[src/rtl/tinyalu_param.sv]
// Parametrised TinyALU: pulse-accepted commands, captured operands, fixed per-op latency.
// MUL completes MUL_LAT cycles after accept, every other op after one cycle.
//   state | meaning
//   IDLE  | waiting for start; busy low
//   EXEC  | command in flight; down-counter reaches 0 on the completion edge
module tinyalu_param #(
    parameter int DATA_W  = 8,
    parameter int MUL_LAT = 3
) (
    input  logic                  clk,
    input  logic                  reset_n,
    input  logic [DATA_W-1:0]     A,
    input  logic [DATA_W-1:0]     B,
    input  logic [2:0]            op,
    input  logic                  start,
    output logic                  busy,
    output logic                  done,
    output logic [2*DATA_W-1:0]   result,
    output logic                  illegal_op
);

    localparam int CNT_W = (MUL_LAT > 2) ? $clog2(MUL_LAT) : 1;
    localparam logic [CNT_W-1:0] MUL_CNT = CNT_W'(MUL_LAT - 1);

    localparam logic [2:0] OP_NOP = 3'b000;
    localparam logic [2:0] OP_ADD = 3'b001;
    localparam logic [2:0] OP_AND = 3'b010;
    localparam logic [2:0] OP_XOR = 3'b011;
    localparam logic [2:0] OP_MUL = 3'b100;
    localparam logic [2:0] OP_SUB = 3'b101;

    typedef enum logic {IDLE, EXEC} state_t;

    state_t              state;
    logic [CNT_W-1:0]    cnt;
    logic [DATA_W-1:0]   a_q;
    logic [DATA_W-1:0]   b_q;
    logic [2:0]          op_q;
    logic [2*DATA_W-1:0] a_ext;
    logic [2*DATA_W-1:0] b_ext;
    logic [DATA_W:0]     diff;
    logic [2*DATA_W-1:0] op_res;
    logic                op_ill;

    // Everything is computed from the captured operands, so pin changes after accept are inert.
    always_comb begin
        a_ext  = {{DATA_W{1'b0}}, a_q};
        b_ext  = {{DATA_W{1'b0}}, b_q};
        diff   = {1'b0, a_q} - {1'b0, b_q};
        op_res = '0;
        op_ill = 1'b0;
        case (op_q)
            OP_NOP:  op_res = result;
            OP_ADD:  op_res = a_ext + b_ext;
            OP_AND:  op_res = a_ext & b_ext;
            OP_XOR:  op_res = a_ext ^ b_ext;
            OP_MUL:  op_res = a_ext * b_ext;
            OP_SUB:  op_res = {{(DATA_W-1){diff[DATA_W]}}, diff};
            default: op_ill = 1'b1;
        endcase
    end

    always_ff @(posedge clk or negedge reset_n) begin
        if (!reset_n) begin
            state      <= IDLE;
            cnt        <= '0;
            a_q        <= '0;
            b_q        <= '0;
            op_q       <= '0;
            busy       <= 1'b0;
            done       <= 1'b0;
            illegal_op <= 1'b0;
            result     <= '0;
        end else begin
            done       <= 1'b0;
            illegal_op <= 1'b0;
            case (state)
                IDLE: begin
                    if (start) begin
                        a_q   <= A;
                        b_q   <= B;
                        op_q  <= op;
                        cnt   <= (op == OP_MUL) ? MUL_CNT : '0;
                        busy  <= 1'b1;
                        state <= EXEC;
                    end
                end
                EXEC: begin
                    if (cnt == '0) begin
                        state      <= IDLE;
                        busy       <= 1'b0;
                        done       <= 1'b1;
                        illegal_op <= op_ill;
                        result     <= op_res;
                    end else begin
                        cnt <= cnt - 1'b1;
                    end
                end
                default: state <= IDLE;
            endcase
        end
    end

endmodule

[config.mk]
export PLATFORM = sky130hd
export DESIGN_NAME = tinyalu_param
export DESIGN_NICKNAME = d
export VERILOG_FILES = /design/src/rtl/tinyalu_param.sv
export SDC_FILE = /design/constraint.sdc
export NUM_CORES = 1
export LEC_CHECK = 0
export ABC_AREA = 1
export CORE_UTILIZATION = 54
export CTS_CLUSTER_DIAMETER = 100
export CTS_CLUSTER_SIZE = 16
export DETAILED_ROUTE_END_ITERATION = 8
export GPL_TIMING_DRIVEN = 0
export PLACE_DENSITY = 0.75
export SYNTH_ARGS = -nofsm -noshare
export SYNTH_HDL_FRONTEND = slang
export SYNTH_SLANG_ARGS = --single-unit
[constraint.sdc]
create_clock -name clk -period 6.2 [get_ports clk]
set_input_delay 1.24 -clock clk [delete_from_list [all_inputs] [get_ports clk]]
set_output_delay 1.24 -clock clk [all_outputs]
set_load 0.005 [all_outputs]
-- After elaboration in Yosys (flattened, before gate mapping)
Index checks and enable logic that the tools add are counted.
- add/sub/neg operators: 3
- equality and inequality tests: 9
- muxes and demuxes: 16
- bitwise logic cells: 4
- $mul: 1
- reduce and logical (&&, ||, !) cells: 7
- operators by type and width (cell ; count):
    $pmux 16 s6 ; 1
    $mul 8x8->16 ; 1
    $add 8x8->9 ; 1
    $eq 3x3->1 const B ; 3
    $mux 1 ; 9
    $sub 8x8->9 ; 1
    $and 8x8->8 ; 1
    $xor 8x8->8 ; 1
    $eq 3x2->1 const B ; 2
    $mux 2 ; 3
    $reduce_and 2->1 ; 3
    $reduce_or 6->1 ; 1
    $ne 2x2->1 const B ; 2
    $pmux 1 s2 ; 2
    $pmux 2 s2 ; 1
    $eq 3x1->1 const B ; 1
    $logic_not 3->1 ; 1
    $reduce_and 3->1 ; 1
    $logic_not 2->1 ; 1
    $ne 2x1->1 const B ; 1
    $not 1->1 ; 2
    $sub 2x1->2 const B ; 1
- input bits: 22
- output and inout bits: 19
- bits in registers: 41
- logic and storage cells: 49

-- Longest topological paths before layout
Gate-level depths: netlist of run 1.
- depth after elaboration: 5
- depth in mapped cells: 23
- mapped depth without buffers: 22

-- Least setup slack after synthesis of run 1
OpenSTA, ideal clock, no wires.
- path kind: register to register
- start point: reg a_q[1]
- end point: reg result[14]
- data arrival time: 3.910 ns
- data required time: 6.083 ns
- path buffers: 1
- slack: 2.173 ns
- stages on the path, launching flop included: 20
- cells stage by stage: dfrtp_1 -> clkbuf_1 -> nand2_1 -> fa_1 -> fa_1 -> inv_1 -> fa_1 -> inv_1 -> fa_1 -> inv_1 -> ha_1 -> nand2_1 -> nor2_1 -> nand3_1 -> nand3_1 -> nand2_1 -> nand3_1 -> nand2_1 -> nand2_1 -> nand2_1
- word-level cells in the longest chain between the ends: 2
- elaborated cells between the ends (all ways): 3
- classes of those cells: add/sub (1); mul (1); mux (1)
- ends and longest elaborated chain (item ; RTL line ; text):
    start, declared ; 36 ; logic [DATA_W-1:0] a_q;
    start signal, assigned ; 67 ; a_q <= '0;
    start signal, assigned ; 80 ; a_q <= A;
    $mul 8x8->16 or $sub 8x8->9 (tied branches) ; 57, 49 ;
    $pmux 16 s6 (*) ; 52 ; case (op_q)
    end signal, assigned ; 94 ; result <= op_res;
    end, declared ; 18 ; output logic [2*DATA_W-1:0] result,
Every way passes the cells marked *; elsewhere a longest branch is shown, timed or not.
A chain may end at the register's enable or synchronous reset.

-- Worst setup path in the final report of run 1
Ends and elaborated chain as after synthesis.

==> flow_summary.json, run 1 <==
{
  "syn_area_per_cell_um2": 7.04,
  "cp.arrival_ns": 4.77,
  "hold_violations": 0,
  "min_path_type": "register to register",
  "setup_viol": 0,
  "syn-cell-area_mm2": 0.00495,
  "cts_tree": "yes",
  "std_cell_rows": 34,
  "dieArea_mm2": 0.00955,
  "wl_per_cell_um": 14.5,
  "antenna_found_initial": 0,
  "ys_types": 35,
  "outcome": "complete, but fails checks",
  "final_common_cell": "nand2_1",
  "required_ns": 6.39,
  "post-place-ws_ns": 1.63,
  "grt_pass1_wl_um": 21600,
  "hold_end": "result[9]",
  "place.gp.congestion": 0.881,
  "r2r_cells": 19,
  "worst_pin_slew_ns": 0.617,
  "clockBufferDepth": 2,
  "final_layout_size_suffix_gt1_share_pct": 5.46,
  "n_fill_cell": 800,
  "cts_resized": 0,
  "dp_cells": 852,
  "vias_per_cell": 5.23,
  "skew_ns": 0.00808,
  "dieWidth_um": 97.7,
  "drtIter0Drc": 162,
  "syn_to_final_growth_pct": 13.1,
  "cts_buffers": 5,
  "first_global_vias": 4630,
  "core_mm2": 0.00881,
  "crit_fanout": 8,
  "diodes": 0,
  "hp-start": "result[9]",
  "clk_pin_slew_worst_paths_ns": 0.09,
  "nNetsFinal": 864,
  "ant_nets": 0,
  "synth_nets": 816,
  "worst_skew_pair.late_latency_ns": 0.30,
  "fmax_mhz": 219,
  "endpoint_kind": "register",
  "min_path_cells": 2,
  "final_cell_mix": "nand2_1 (222), inv_1 (157), ha_1 (53), nand3_1 (43), dfrtp_1 (41)",
  "clock-root-buffer": "clkbuf_8",
  "port_buffers": 40,
  "stdcell_count": 859,
  "maxCapViolCount": 0,
  "relSlewSlack_pct": 58.7,
  "grt_usage_pct": 28.4,
  "seq_area_frac_synth_pct": 20.7,
  "wl_um": 12400,
  "ios": 41,
  "clock-sinks": 41,
  "critPathLaunchType": "register",
  "drc": 4,
  "start_util_pct": 56.2,
  "post_cts_buffers": 0,
  "r2r-end": "result[14]",
  "reg2reg_from": "a_q[1]",
  "fin_setup_tns_ns": 0,
  "synth_warnings": 0,
  "holdBufCountCts": 0,
  "path_class": "register to register",
  "route.vias.total": 4491,
  "netlist_instances": 703,
  "die_height_um": 97.7,
  "synth_seq_cells": 41,
  "grt_start_max_net_pins": 22,
  "drv_slew": 0,
  "period_share_pct": 73.8,
  "violations": "design-rule violations",
  "cts.htree.levels": 2,
  "rrSetupSlack_ns": 1.62,
  "post-route-min-period_ns": 4.58,
  "first_pass_iters": 7,
  "dp_hpwl_um": 10400,
  "rsz0062_at_grt": "no",
  "fin_ws_ns": 1.62,
  "overflow": 0
}
-- routing by layer --
| layer | up-vias | GRT usage (%) | share of wire, % |
|---|---|---|---|
| met5 | - | 0 | 0 |
| met4 | 0 | 8.39 | 2.3 |
| met3 | 22 | 4.94 | 5.3 |
| met2 | 137 | 50.0 | 48 |
| met1 | 2123 | 35.6 | 44 |
| li1 | 2209 | - | - |
-- kinds of logic after synthesis --
| logic type | Yosys count | share of synthesized area (%) |
|---|---|---|
| muxes | 8 | 1.82 |
| xor gates and xnor gates | 3 | 0.531 |
| adders and majority gates | 91 | 28.8 |
| buffers and inverters | 190 | 14.8 |
| DFF | 41 | 20.7 |
| AOI/OAI and AO/OA | 50 | 6.09 |
| and+or+nand+nor | 320 | 27.3 |
-- stage by stage --
stage,hold slack (ns),util (%),area [µm²]
2_1_floorplan,0.458,-,4950
3_3_place_gp,0.463,62.3,5480
3_5_place_dp,0.468,62.5,5510
4_1_cts,0.492,63.6,5600
5_1_grt,0.507,63.6,5600
6_report,0.492,63.6,5600
-- cell type report --
cell class                 count  area [µm²]  area share (%)
inverter                     165         619            11.1
timing repair buffer          41         423            7.56
buffer                        25         113            2.01
multi-input combinational    472        3190            57.0
tap                          108         135            2.41
sequential                    41        1030            18.3
clock buffer                   6        82.6            1.48
clock inverter                 1        7.51           0.134
-- worst max path at each step --
stage,endpoint,depth (start not counted),from
2_1_floorplan,result[14],19,a_q[1]
3_3_place_gp,result[15],19,a_q[1]
3_5_place_dp,result[14],19,a_q[1]
4_1_cts,result[14],19,a_q[1]
5_1_grt,result[14],19,a_q[1]
6_report,result[14],19,a_q[1]
-- flip-flops by register name (all words and copies together) (netlist names) --
register and flops:
illegal_op 1, cnt 2, a_q 8, op_q 3, done 1, busy 1
state 1, result 16, b_q 8
-- worst max-delay path, stage by stage, from the launching register on --
cell	delay [ns]
dfrtp_1	0.47
clkbuf_1	0.37
nand2_1	0.14
fa_1	0.50
fa_1	0.58
inv_1	0.07
fa_1	0.53
inv_1	0.05
fa_1	0.54
inv_1	0.07
ha_1	0.38
nand2_1	0.12
nor2_1	0.17
nand3_1	0.12
nand3_1	0.08
nand2_1	0.05
nand3_1	0.08
nand2_1	0.06
nand2_1	0.06
nand2_1	0.05
-- cell usage after synthesis, drive strengths merged --
cell type  instances  share of area [%]
a21o               1               0.15
a21oi             25                2.5
a22oi              6               0.91
a32oi              1               0.18
and2               1               0.13
buf                8               0.99
clkbuf            17                1.3
dfrtp             41                 21
fa                38                 15
ha                53                 13
inv              165                 13
mux2               8                1.8
nand2            223                 17
nand3             44                4.6
nand3b             5               0.76
nand4              9                1.1
nor2              30                2.3
nor3               5                1.1
o2111ai            1               0.53
o211ai             2               0.30
o21ai             12                1.2
o21bai             1               0.15
o22ai              1               0.13
or2                3               0.38
xnor2              2               0.35
xor2               1               0.18
Power of run 1 is left out: the tool's default activity adds up to more than one toggle a clock period on the data nets, which glitch-free logic cannot reach.
==> inputs of run 2 (changes only) <==
- clock period: 6.2 -> 4.45 ns (I/O delays scaled with it)
==> run 2 against run 1 <==
  * The run still ends with design-rule violations left
  * Routed wire length grew 0.18%
  * Clock-buffer cell count unchanged
  * Final cell count shrank 0.35%
  * Critical endpoint is now result[15]
  * Die area unchanged
  * Setup slack lost 1.4 ns
  * Global-route usage barely moved
  * Hold slack got worse by 0.0012 ns
==> flow_summary.json, run 2 (same netlist as run 1, synthesis figures left out) <==
{
  "syn_to_final_growth_pct": 14.5,
  "period_share_pct": 94.8,
  "die_height_um": 97.7,
  "dieWidth_um": 97.7,
  "place.gp.congestion": 0.881,
  "setup_viol": 0,
  "ant_nets": 0,
  "rrSetupSlack_ns": 0.23,
  "worst_skew_pair.late_latency_ns": 0.30,
  "hold_violations": 0,
  "holdBufCountCts": 0,
  "violations": "design-rule violations",
  "min_path_type": "register to register",
  "cts_buffers": 5,
  "final_layout_size_suffix_gt1_share_pct": 8.16,
  "grt_pass1_wl_um": 21600,
  "skew_ns": 0.0105,
  "ios": 41,
  "outcome": "complete, but fails checks",
  "core_mm2": 0.00881,
  "worst_path_max_delay_cell": "fa_1",
  "clockBufferDepth": 2,
  "crit_path_frequent_cell": "nand2_1",
  "endpoint": "result[15]",
  "cts_tree": "yes",
  "wl_per_cell_um": 14.5,
  "path_class": "register to register",
  "antenna_found_initial": 0,
  "route.vias.total": 4470,
  "clock-root-buffer": "clkbuf_8",
  "clock-sinks": 41,
  "drc": 4,
  "dp_cells": 852,
  "grt_usage_pct": 28.3,
  "vias_per_cell": 5.22,
  "diodes": 0,
  "crit_chain": "nand2_1 -> fa_1 -> fa_1 -> inv_1 -> fa_1 -> inv_1 -> fa_1 -> inv_1 -> ha_2 -> nand2_1 -> nor2_1 -> nand3_1 -> nand3_1 -> nand2_1 -> nand3_1 -> nand2_1 -> nand2_1 -> nand2_1",
  "final_cell_mix": "nand2_1 (222), inv_1 (157), ha_1 (49), nand3_1 (43), clkdlybuf4s50_1 (39)",
  "required_ns": 4.65,
  "r2r_cells": 18,
  "worst_pin_slew_ns": 0.642,
  "first_pass_iters": 7,
  "cp.buffers_inverters": 3,
  "grt_start_max_net_pins": 22,
  "regMostFlops": "result",
  "cp.arrival_ns": 4.42,
  "relSlewSlack_pct": 57.0,
  "maxCapViolCount": 0,
  "std_cell_rows": 34,
  "port_buffers": 40,
  "largest_reg_flops": 16,
  "fmax_mhz": 237,
  "final_common_cell": "nand2_1",
  "post-route-min-period_ns": 4.22,
  "wl_um": 12500,
  "crit_fanout": 9,
  "cts.htree.levels": 2,
  "stdcell_count": 856,
  "dp_hpwl_um": 10400,
  "path_delay_family": "adder cells",
  "start_util_pct": 56.2,
  "endpoint_kind": "register",
  "dieArea_mm2": 0.00955,
  "drv_slew": 0,
  "r2r-end": "result[15]",
  "drtIter0Drc": 175,
  "critPathLaunchType": "register",
  "crit_cells": 18,
  "reg_top3": "result (16), a_q (8), b_q (8)",
  "final_core_utilization_pct": 64.3,
  "slowest_delay_ns": 0.58,
  "clk_pin_slew_worst_paths_ns": 0.09,
  "worstSetupStartpoint": "b_q[7]",
  "reg2reg_from": "b_q[7]",
  "nNetsFinal": 861,
  "overflow": 0,
  "first_global_vias": 4639
}
run 2: final cells by class:
cell class	instances	area, µm²
Clock buffer	6	82.6
Tap cell	108	135
Clock inverter	1	7.51
Inverter	165	619
Sequential cell	41	1030
Buffer	20	118
Timing Repair Buffer	43	438
Multi-Input combinational cell	472	3230
Fill cell	787	3140
run 2: timing repair:
item	in CTS	in global routing
resized for setup	2	39
setup endpoints to repair	8	9
pin swaps	0	1
buffers inserted	0	2
run 2: how the worst min path moves through the flow:
stage	slack (ns)	from	cells after the start	endpoint
after floorplan	0.46	cnt[0]	1	cnt[0]
after CTS	0.49	result[5]	2	result[5]
final	0.49	result[9]	2	result[9]
after detailed placement	0.47	result[5]	2	result[5]
after global routing	0.51	result[15]	2	result[15]
after global placement	0.46	result[14]	2	result[14]
run 2: tightest hold or removal path: stages, from the launching register on:
cell	delay, ns
dfrtp_1	0.36
nand2_1	0.05
nand2_1	0.05
run 2: stage by stage:
stage / cell area (µm²) / hold WS [ns] / TNS (ns) / setup slack (ns)
after global placement: 5480 / 0.463 / -0.0710 / -0.0324
after floorplan: 4950 / 0.458 / 0 / 0.423
after global routing: 5660 / 0.507 / -0.0379 / -0.0190
final: 5660 / 0.491 / 0 / 0.231
after CTS: 5590 / 0.492 / 0 / 0.00827
after detailed placement: 5510 / 0.468 / -0.544 / -0.118
run 2: metal layers:
layer  vias to the layer above  wire [µm]  global-route usage [%]
li1                       2207          -                       -
met1                      2105       5510                    35.5
met2                       136       6020                    49.9
met3                        22        633                    5.01
met4                         0        284                    8.62
met5                         -          0                       0
Power of run 2 is left out for the same reason.
==> inputs of run 3 (changes only) <==
- MAX_ROUTING_LAYER: unset -> met4
==> run 3 against run 2 <==
  * The flow still finishes with violations (design-rule violations)
  * Register-to-register slack improved by 0.05 ns
  * Die area stayed put
  * Core utilization grew 0.47 points
  * Setup slack better by 0.052 ns
  * Hold slack lost 0.0043 ns
  * Clock-buffer cell count is the same
  * Clock skew is 0.0037 ns lower
  * Via count about the same
  * Critical path type unchanged
  * Highest routed layer unchanged
==> flow_summary.json, run 3 (same netlist as run 1, synthesis figures left out) <==
{
  "clock-root-buffer": "clkbuf_8",
  "holdBufCountCts": 0,
  "post-route-min-period_ns": 4.17,
  "ios": 41,
  "crit_fanout": 8,
  "route.vias.total": 4467,
  "slowest_delay_ns": 0.53,
  "grt_start_max_net_pins": 22,
  "fin_setup_tns_ns": 0,
  "setup_viol": 0,
  "std_cell_rows": 34,
  "worst_skew_pair.late_latency_ns": 0.30,
  "overflow": 0,
  "violations": "design-rule violations",
  "final_area_mm2": 0.00571,
  "largest_reg_flops": 16,
  "dieArea_mm2": 0.00955,
  "grt_pass1_wl_um": 21300,
  "first_pass_iters": 7,
  "required_ns": 4.65,
  "dieWidth_um": 97.7,
  "syn_to_final_growth_pct": 15.3,
  "cts.htree.levels": 2,
  "path_class": "register to register",
  "worst_path_max_delay_cell": "fa_1",
  "critPathLaunchType": "register",
  "worstSetupStartpoint": "a_q[4]",
  "drc": 4,
  "clockBufferDepth": 2,
  "clock-sinks": 41,
  "place.gp.congestion": 0.892,
  "n_fill_cell": 777,
  "vias_per_cell": 5.21,
  "period_share_pct": 93.6,
  "dp_hpwl_um": 10200,
  "port_buffers": 40,
  "nNetsFinal": 862,
  "grt_usage_pct": 28.9,
  "final_common_cell": "nand2_1",
  "hp-start": "result[7]",
  "first_global_vias": 4575,
  "path_delay_family": "adder cells",
  "reg2reg_from": "a_q[4]",
  "ant_nets": 0,
  "cp.buffers_inverters": 4,
  "diodes": 0,
  "drtIter0Drc": 223,
  "min_path_type": "register to register",
  "dpl-instance-area_mm2": 0.00551,
  "crit_path_frequent_cell": "nand2_1",
  "final_cell_mix": "nand2_1 (222), inv_1 (157), ha_1 (48), nand3_1 (43), clkdlybuf4s50_1 (39)",
  "final_layout_size_suffix_gt1_share_pct": 8.80,
  "core_mm2": 0.00881,
  "die_height_um": 97.7,
  "drv_slew": 0,
  "dp_cells": 852,
  "maxCapViolCount": 0,
  "stdcell_count": 858,
  "regMostFlops": "result",
  "start_util_pct": 56.2,
  "crit_chain": "clkbuf_4 -> nand2_1 -> fa_1 -> fa_1 -> inv_1 -> fa_1 -> inv_1 -> fa_1 -> inv_1 -> ha_2 -> nand2_1 -> nor2_2 -> nand3_1 -> nand3_1 -> nand2_1 -> nand3_1 -> nand2_1 -> nand2_1 -> nand2_1",
  "reg_top3": "result (16), a_q (8), b_q (8)",
  "fmax_mhz": 240,
  "clk_pin_slew_worst_paths_ns": 0.08,
  "antenna_found_initial": 0,
  "relSlewSlack_pct": 57.5,
  "endpoint_kind": "register",
  "wl_per_cell_um": 14.6,
  "hold_violations": 0,
  "skew_ns": 0.00680,
  "worst_pin_slew_ns": 0.634,
  "rsz0062_at_grt": "no",
  "cp.arrival_ns": 4.36,
  "wl_um": 12500,
  "outcome": "complete, but fails checks",
  "cts_tree": "yes",
  "cts_buffers": 5
}
run 3: cell types whose count changed in the layout (fill, tap and decap cells not counted), sizes merged:
cell / delta
clkinvlp: -1
bufinv: +1
clkbuf: +2
buf: -1
clkinv: +1
run 3: path summary, 6_finish.rpt:
kind,slack (ns),cells past startpoint,endpoint
setup / recovery,0.28,19,result[15]
hold / removal,0.49,2,result[7]
setup reg to reg,0.28,19,result[15]
hold reg to reg,0.49,2,result[7]
max in group asynchronous,3.35,2,a_q[0]
min in group asynchronous,0.57,1,result[14]
run 3: final cells by class:
| cell class | count | area, µm² | area share [%] |
|---|---|---|---|
| buffer | 19 | 115 | 2.02 |
| clock buffer | 6 | 72.6 | 1.27 |
| clock inverter | 2 | 38.8 | 0.680 |
| inverter | 165 | 619 | 10.9 |
| multi-input combinational | 472 | 3240 | 56.8 |
| sequential | 41 | 1030 | 18.1 |
| tap | 108 | 135 | 2.37 |
| timing repair buffer | 45 | 453 | 7.94 |
run 3: per-stage QoR:
step / utilization, % / setup slack, ns / hold WS [ns]
detailed placement: 62.5 / -0.0594 / 0.470
CTS: 63.8 / 0.0283 / 0.490
global placement: 62.3 / -0.0278 / 0.463
floorplan: - / 0.423 / 0.458
finish: 64.8 / 0.283 / 0.486
global route: 64.8 / 0.00392 / 0.510
run 3: per-layer routing:
layer | vias to the layer above | part of all wire [%] | track usage [%]
met5 | - | 0 | -
met4 | 0 | 1.6 | 6.53
met3 | 19 | 4.3 | 3.65
met2 | 130 | 49 | 49.4
met1 | 2093 | 45 | 36.8
li1 | 2225 | - | -
run 3: worst register-to-register path, delay by kind of cell (launching register included):
kind	cells	cell delay [ns]
DFF	1	0.42
and+or+nand+nor	10	0.82
buffers and inverters	4	0.41
adders and majority gates	5	2.40
run 3: what timing repair did:
item                                    CTS  global route
gates resized for setup                   1            43
endpoints found under the setup margin    6             9
endpoints found under the hold margin     0             0
pin swaps                                 0             1
cloned                                    0             0
setup buffers                             0             4
Power of run 3 is left out for the same reason.
